[src/rtl/key_pulse_gen.sv]
// Push-button conditioner: 2-flop sync + debounce on five keys, direction keys
// become single-cycle pulses with auto-repeat, play key toggles a run/stop level.
module key_pulse_gen #(
   parameter int unsigned DEBOUNCE_CYCLES = 250000,
   parameter int unsigned REPEAT_DELAY    = 12500000,
   parameter int unsigned REPEAT_PERIOD   = 2500000
) (
   input  logic clk,
   input  logic rst,
   input  logic key_left,
   input  logic key_right,
   input  logic key_up,
   input  logic key_down,
   input  logic key_play,
   output logic left,
   output logic right,
   output logic up,
   output logic down,
   output logic play
);

   localparam int NKEYS = 5;
   localparam logic [31:0] DB_LAST = 32'(DEBOUNCE_CYCLES - 1);
   localparam logic [31:0] RD_LAST = 32'(REPEAT_DELAY - 1);
   localparam logic [31:0] RP_LAST = 32'(REPEAT_PERIOD - 1);

   // Bit order: 0 left, 1 right, 2 up, 3 down, 4 play.
   logic [NKEYS-1:0] raw_keys;
   logic [NKEYS-1:0] sync1_q;
   logic [NKEYS-1:0] sync2_q;
   logic [NKEYS-1:0] stable;

   assign raw_keys = {key_play, key_down, key_up, key_right, key_left};

   always_ff @(posedge clk or posedge rst) begin
      if (rst) begin
         sync1_q <= '0;
         sync2_q <= '0;
      end else begin
         sync1_q <= raw_keys;
         sync2_q <= sync1_q;
      end
   end

   for (genvar gi = 0; gi < NKEYS; gi++) begin : g_debounce
      logic [31:0] cnt_q;
      logic        stable_q;

      always_ff @(posedge clk or posedge rst) begin
         if (rst) begin
            cnt_q    <= '0;
            stable_q <= 1'b0;
         end else if (sync2_q[gi] == stable_q) begin
            cnt_q <= '0;
         end else if (cnt_q >= DB_LAST) begin
            stable_q <= sync2_q[gi];
            cnt_q    <= '0;
         end else begin
            cnt_q <= cnt_q + 32'd1;
         end
      end

      assign stable[gi] = stable_q;
   end

   typedef enum logic [1:0] {
      IDLE   = 2'd0,
      HOLD   = 2'd1,
      REPEAT = 2'd2
   } state_t;

   state_t      state_q, state_d;
   logic [1:0]  sel_q, sel_d;
   logic [31:0] timer_q, timer_d;
   logic [3:0]  pulse_q, pulse_d;
   logic [3:0]  dir_stable;
   logic        play_prev_q;
   logic        play_q;

   assign dir_stable = stable[3:0];

   always_ff @(posedge clk or posedge rst) begin
      if (rst) begin
         state_q <= IDLE;
         sel_q   <= 2'd0;
         timer_q <= '0;
         pulse_q <= '0;
      end else begin
         state_q <= state_d;
         sel_q   <= sel_d;
         timer_q <= timer_d;
         pulse_q <= pulse_d;
      end
   end

   always_comb begin
      state_d = state_q;
      sel_d   = sel_q;
      timer_d = timer_q;
      pulse_d = '0;
      case (state_q)
         IDLE: begin
            if (|dir_stable) begin
               // Same priority order as the tempo adjuster: left > right > down > up.
               if (dir_stable[0])      sel_d = 2'd0;
               else if (dir_stable[1]) sel_d = 2'd1;
               else if (dir_stable[3]) sel_d = 2'd3;
               else                    sel_d = 2'd2;
               pulse_d = 4'b0001 << sel_d;
               timer_d = RD_LAST;
               state_d = HOLD;
            end
         end
         HOLD, REPEAT: begin
            if (!dir_stable[sel_q]) begin
               state_d = IDLE;
            end else if (timer_q == 32'd0) begin
               pulse_d = 4'b0001 << sel_q;
               timer_d = RP_LAST;
               state_d = REPEAT;
            end else begin
               timer_d = timer_q - 32'd1;
            end
         end
         default: begin
            state_d = IDLE;
         end
      endcase
   end

   always_ff @(posedge clk or posedge rst) begin
      if (rst) begin
         play_prev_q <= 1'b0;
         play_q      <= 1'b0;
      end else begin
         play_prev_q <= stable[4];
         if (stable[4] && !play_prev_q) begin
            play_q <= !play_q;
         end
      end
   end

   assign left  = pulse_q[0];
   assign right = pulse_q[1];
   assign up    = pulse_q[2];
   assign down  = pulse_q[3];
   assign play  = play_q;

endmodule
[config.mk]
export PLATFORM = sky130hd
export DESIGN_NAME = key_pulse_gen
export DESIGN_NICKNAME = d
export VERILOG_FILES = /design/src/rtl/key_pulse_gen.sv
export SDC_FILE = /design/constraint.sdc
export NUM_CORES = 1
export LEC_CHECK = 0
export ABC_AREA = 0
export BUFFER_PORTS_ARGS = -buffer_cell sky130_fd_sc_hd__buf_2
export CAP_MARGIN = 30
export CORE_ASPECT_RATIO = 1.1
export CORE_MARGIN = 4
export CORE_UTILIZATION = 45
export DETAILED_ROUTE_END_ITERATION = 7
export PLACE_DENSITY = 0.61
export SLEW_MARGIN = 5
export SYNTH_ARGS = -nofsm -noshare
export SYNTH_HDL_FRONTEND = slang
export SYNTH_SLANG_ARGS = --single-unit
export TNS_END_PERCENT = 5
[constraint.sdc]
create_clock -name clk -period 6.7 [get_ports clk]
set_input_delay 1.34 -clock clk [delete_from_list [all_inputs] [get_ports clk]]
set_output_delay 1.34 -clock clk [all_outputs]
set_load 0.03 [all_outputs]
# --- Word level (Yosys, flattened, before mapping) ---
# Cells that the tools add are included.
op_classes:
  muxes: 29
  reduce_logical: 16
  eq_ne: 10
  addsub: 6
  bitwise_logic: 5
  n_lt_le_gt_ge: 6
  n_shift: 2
ops:
  columns: ["cell", "n"]
  rows:
  - ["2-to-1 mux 32 bit", 13]
  - ["adder 32 x 1 -> 32 bit, second input constant", 5]
  - [">= comparator 32 x 18 -> 1 bit, second input constant", 5]
  - ["one-hot mux 32 bit (2 select lines)", 1]
  - ["zero test 32 bit", 1]
  - ["subtractor 32 x 1 -> 32 bit, second input constant", 1]
  - ["2-to-1 mux 2 bit", 7]
  - ["AND reduction 2 bit", 7]
  - ["2-to-1 mux 4 bit", 3]
  - ["one-hot mux 4 bit (2 select lines)", 1]
  - ["<< shifter 1 x 2 -> 4 bit, first input constant", 2]
  - ["== test 1 bit", 5]
  - ["inverter 1 bit", 5]
  - ["inequality test 2 bit, second input constant", 2]
  - ["one-hot mux 2 bit (2 select lines)", 1]
  - ["OR reduction 4 bit", 1]
  - ["less-than comparator 2 x 3 -> 1 bit, second input constant", 1]
  - ["inequality test 3 bit, second input constant", 1]
  - ["AND reduction 3 bit", 1]
  - ["binary-select mux 1 bit (select 2 bit)", 1]
  - ["== test 2 x 1 -> 1 bit, second input constant", 1]
  - ["== test 2 bit, second input constant", 1]
  - ["zero test 1 bit", 2]
  - ["zero test 2 bit", 1]
  - ["4 further kinds", 5]
word_totals:
  inputBits: 7
  wordCells: 92
  ff_bits: 217

# --- Depth between registers and ports, before layout ---
depth:
  ltp_word: 8
  mapped_depth: 8
  ltp_nobuf: 7

# --- Worst setup path after synthesis ---
# Ideal clock, no wire load.
synth_path:
  path_kind: "register to register"
  startpoint: "register timer_q[0]"
  endpoint: "register timer_q[14]"
  stages_incl_launch_ff: 8
  required_time_ns: 6.582
  t_arrival_ns: 2.106
  period_less_slack_ns: 2.224
  n_path_buf: 0
  setup_slack_ns: 4.476
  cell_sequence: "dfrtp_1 -> inv_1 -> ha_1 -> nor3b_1 -> nand3b_1 -> or3_1 -> a21o_1 -> a21o_1"
synth_via:
  elab_chain_len: 4
  elab_cells_between_ends: 5
  classes_between: "1 x add/sub; 3 x mux; 1 x reduce/logical"
synth_lines:
  columns: ["element", "line", "rtl"]
  rows:
  - ["from (decl)", "74", "logic [31:0] timer_q, timer_d;"]
  - ["from (signal assigned)", "91", "timer_q <= timer_d;"]
  - ["subtractor 32 x 1 -> 32 bit or zero test 32 bit (tied branches)", "122, 117", null]
  - ["2-to-1 mux 32 bit (*)", "117", "end else if (timer_q == 32'd0) begin"]
  - ["2-to-1 mux 32 bit (*)", "115", "if (!dir_stable[sel_q]) begin"]
  - ["one-hot mux 32 bit (2 select lines) (*)", "101", "case (state_q)"]
# Every way passes the cells marked *; elsewhere a longest branch is shown, timed or not. The select of a mux whose other input is x is not followed.
# A chain may end at the register's enable or synchronous reset.

# --- Worst setup path after layout ---
layout_path:
  startpoint: "register timer_q[24]"
  endpoint: "register timer_q[9]"
layout_via:
  elab_chain_len: 4
layout_lines:
  columns: ["element", "line"]
  rows:
  - ["zero test 32 bit", "117"]
  - ["2-to-1 mux 32 bit", "117"]
  - ["2-to-1 mux 32 bit", "115"]
  - ["one-hot mux 32 bit (2 select lines)", "101"]
# No other way between the ends. The select of a mux whose other input is x is not followed.

==> flow_summary_export.csv <==
group,metric,value,unit
run_status,run_status,"completed",
routing,post_route_drc,0,
routing,ant_nets,0,
die,design.die.area,0.0229,sq mm
timing,tightestPinTransition,0.925,ns
routing,via_per_inst,5.16,
routing,totalWireLength,16400,um
place,dp.final_hpwl,10600,um
run,cap_viol_max_count,0,
place,placement.io_buffers,11,
cells_and_area,drive_above_1_share,0.0735,
logic_synthesis,synth.distinct_cells,62,
clock_network,post_cts_resized,0,
critical_path,worst-r2r-setup-slack,3.77,ns
timing,finClkSkew,0.0110,ns
critical_path,timing.setup.critical_path_class,"flip-flop to flip-flop",
die,die_h,158,um
timing,post-route-worst-setup-slack,3.77,ns
pwr,vdd_ir_drop_max,0.235,mV
min_path,worstHoldPathType,"flip-flop to flip-flop",
pwr,power_density,300,mW/mm^2
timing,setup-tns-final,0,ns
cells_and_area,final_cell_area,0.0107,sq mm
routing,drt-initial-drc-count,334,
timing,setup_viol,0,
grt,global_route.usage.total,0.154,
critical_path,cp_top_family,"simple AND/OR/NAND/NOR gates",
critical_path,r2r_end,"timer_q[9]$_DFFE_PP0P_",
die,placementRows,54,
clock_network,cts_num_sinks,217,
critical_path,crit_buf_inv,1,
place,dp_worst_setup_slack,3.90,ns
min_path,whs_path_cells,0,
critical_path,critical-path-max-stage-delay,0.70,ns
grt,maximum_number_of_pins_on_one_net_before_global_route_repair,114,
timing,fmax,0.341,GHz
timing,grt_setup_unrepaired,"no",
die,placeableCoreArea,0.0200,sq mm
die,die_w,144,um
grt,antenna_violations_before_repair,0,
logic_synthesis,yosys_register_bits,217,
critical_path,critical-path-slowest-cell,"o31ai_1",
logic_synthesis,synth_top_flop_cell,"dfrtp_1",
min_path,timing.hold.worst.start,"sync1_q[2]$_DFF_PP0_",
critical_path,worst_r2r_path_depth,6,
cells_and_area,finalNonFillerCells,1204,
critical_path,regToRegStartpoint,"timer_q[24]$_DFFE_PP0P_",
pwr,power.leakage,4.45,nW
min_path,hold_endpoint,"sync2_q[2]$_DFF_PP0_",
clock_network,cts-htree-levels,1,
critical_path,critPathLaunchType,"flip-flop",
critical_path,worst_setup_path_end_kind,"flip-flop",
logic_synthesis,synthesis.area,0.00922,sq mm
critical_path,worstPathCellList,"nor4_1 -> nand4_1 -> o31ai_1 -> buf_4 -> o21ai_0 -> a21o_1",
timing,worst_slew_margin_rel,0.381,
die,initial_core_util,0.461,
clock_network,cts_buffers,24,
cells_and_area,layout.nets,952,
routing,detail_route.first_pass.iterations,5,
place,finalWeightedCongestion,0.822,
grt,first_pass_grt_wire_length,29400,um
timing,slew_violations,0,
cells_and_area,antenna_cells_inserted,0,
place,place_area,0.00981,sq mm
clock_network,path_clk_slew,0.06,ns
logic_synthesis,syn_inst,849,
place,post-place-cells,1162,
critical_path,arrival_time_worst_endpoint,3.33,ns
logic_synthesis,synth_seq_area_share,0.589,
die,top_level_ports,12,
logic_synthesis,synth_edf_count,0,
timing,period_share,0.437,
clock_network,cts_setup_buffers,0,
clock_network,tritoncts_clock_tree,"built",
grt,grt_overflow,0,
logic_synthesis,synth_area_per_cell,10.9,sq um
logic_synthesis,async_reset_ff_frac,1.00,
clock_network,hold_buffers,0,
clock_network,clockBufferDepth,3,
cells_and_area,area_delta_synth_final,15.7,%
routing,detailroute.via_count,6210,
grt,grt_pass1_vias,6237,
routing,detail_route.wl_per_cell,13.6,um
clock_network,clock_insertion_delay_worst_skew,0.51,ns
clock_network,cts.root.buffer_cell,"clkbuf_16",
critical_path,crit_fanout,9,
timing,final_hold_viol_count,0,
logic_synthesis,synth_warnings,0,
timing,final_period_minus_worst_setup_slack,2.93,ns
critical_path,cp_data_required_time,7.10,ns
[metal layers]
metal	GRT usage	wire (um)	vias up
met4	0.0400	336	0
met5	0	0	-
met1	0.210	7700	2982
met2	0.255	7750	95
li1	-	-	3109
met3	0.0302	630	24
[how the worst max path moves through the flow]
stage,slack [ns],endpoint,from,cells after the start
after floorplan,2.53,g_debounce[0].cnt_q[0]$_DFF_PP0_,rst,1
after global placement,3.95,timer_q[9]$_DFFE_PP0P_,timer_q[24]$_DFFE_PP0P_,6
after detailed placement,3.90,timer_q[5]$_DFFE_PP0P_,timer_q[24]$_DFFE_PP0P_,6
after CTS,3.89,timer_q[5]$_DFFE_PP0P_,timer_q[24]$_DFFE_PP0P_,6
after global routing,3.53,timer_q[9]$_DFFE_PP0P_,timer_q[24]$_DFFE_PP0P_,6
final,3.77,timer_q[9]$_DFFE_PP0P_,timer_q[24]$_DFFE_PP0P_,6
[logic make-up (layout without fill, tap and decap cells)]
kind of cell | Yosys count | in the layout | synth area share
muxes | 8 | 8 | 0.0107
AOI/OAI and AO/OA | 96 | 96 | 0.0726
xor gates and xnor gates | 86 | 86 | 0.0817
and+or+nand+nor | 387 | 387 | 0.214
buffers and inverters | 45 | 79 | 0.0194
other | 1 | 70 | 0.000407
adders and majority gates | 9 | 9 | 0.0122
DFF | 217 | 217 | 0.589
[cells in the final DEF (no fill, tap or decap), types with 5 or more instances in the layout]
cell type / synthesis / layout
a2111o_1: 5 / 5
a211oi_1: 6 / 6
a21o_1: 7 / 7
a21oi_1: 25 / 25
and3_1: 16 / 16
and4_1: 14 / 14
buf_2: 2 / 11
buf_4: 2 / 5
bufinv_16: 0 / 5
clkbuf_16: 0 / 24
conb_1: 1 / 70
dfrtp_1: 217 / 217
ha_1: 9 / 9
inv_1: 20 / 19
mux2_2: 5 / 5
nand2_1: 49 / 49
nand3_1: 35 / 35
nand4_1: 30 / 30
nor2_1: 142 / 142
nor3_1: 31 / 31
nor4_1: 31 / 31
o21ai_0: 14 / 14
o31ai_1: 5 / 5
o41ai_1: 5 / 5
or3_1: 5 / 5
or4_1: 8 / 8
xnor2_1: 44 / 44
xor2_1: 42 / 42
[stage by stage]
step                      total power, mW  utilization  hold WS (ns)
after floorplan                      1.72            -         0.331
after CTS                            3.25        0.534         0.349
after global routing                 3.37        0.534         0.361
final                                3.20        0.534         0.348
after detailed placement             1.83        0.490         0.336
after global placement               1.82        0.490         0.344
[power by group]
| group | total (mW) | internal [mW] | leakage, nW | switching (mW) |
|---|---|---|---|---|
| logic | 0.373 | 0.119 | 1.27 | 0.254 |
| registers | 1.43 | 1.37 | 2.75 | 0.0550 |
| clock network | 1.40 | 0.894 | 0.423 | 0.503 |
| total | 3.20 | 2.39 | 4.45 | 0.812 |
[Yosys cell counts, drive strengths merged, types with 2 or more instances]
library cell | n | area [sq um]
o31ai | 6 | 50.1
or4 | 9 | 71.3
and2 | 3 | 18.8
a21oi | 25 | 125
and4b | 2 | 20.0
clkbuf | 18 | 67.6
a21o | 7 | 52.6
ha | 9 | 113
nand3 | 35 | 175
a2111o | 5 | 56.3
xor2 | 42 | 368
nor4 | 34 | 249
xnor2 | 44 | 385
mux2i | 2 | 20.0
nand2 | 49 | 184
a22oi | 3 | 22.5
nor2 | 142 | 533
mux2 | 5 | 56.3
and3 | 16 | 100
nand3b | 4 | 30.0
dfrtp | 217 | 5430
or3 | 5 | 31.3
nand2b | 3 | 18.8
nand4 | 31 | 200
a211oi | 6 | 45.0
nor3 | 31 | 155
o21ai | 15 | 75.1
or2 | 2 | 12.5
nor3b | 4 | 30.0
buf | 7 | 36.3
o22a | 2 | 17.5
o211ai | 2 | 15.0
a311oi | 2 | 17.5
a31oi | 3 | 18.8
a22o | 4 | 35.0
o21a | 2 | 15.0
inv | 20 | 75.1
and4 | 14 | 123
o41ai | 5 | 43.8
[worst register-to-register path, stage by stage, from the launching register on]
cell and delay, ns:
dfrtp_1 0.46, nor4_1 0.67, nand4_1 0.39, o31ai_1 0.70
buf_4 0.30, o21ai_0 0.11, a21o_1 0.19
[registers in the layout, summed over array words and instances (netlist names)]
register,count
play_prev_q,1
g_debounce.cnt_q,160
timer_q,32
play,1
sel_q,2
pulse_q,4
state_q,2
sync2_q,5
sync1_q,5
g_debounce.stable_q,5
[cell type report]
cell class / instances / area, sq um
clock inverter: 10 / 190
timing repair buffer: 17 / 113
tap: 252 / 315
multi-input combinational: 656 / 3870
sequential: 217 / 5430
inverter: 20 / 78.8
clock buffer: 32 / 671
fill: 1792 / 9330
(Power assumes the default switching activity.)
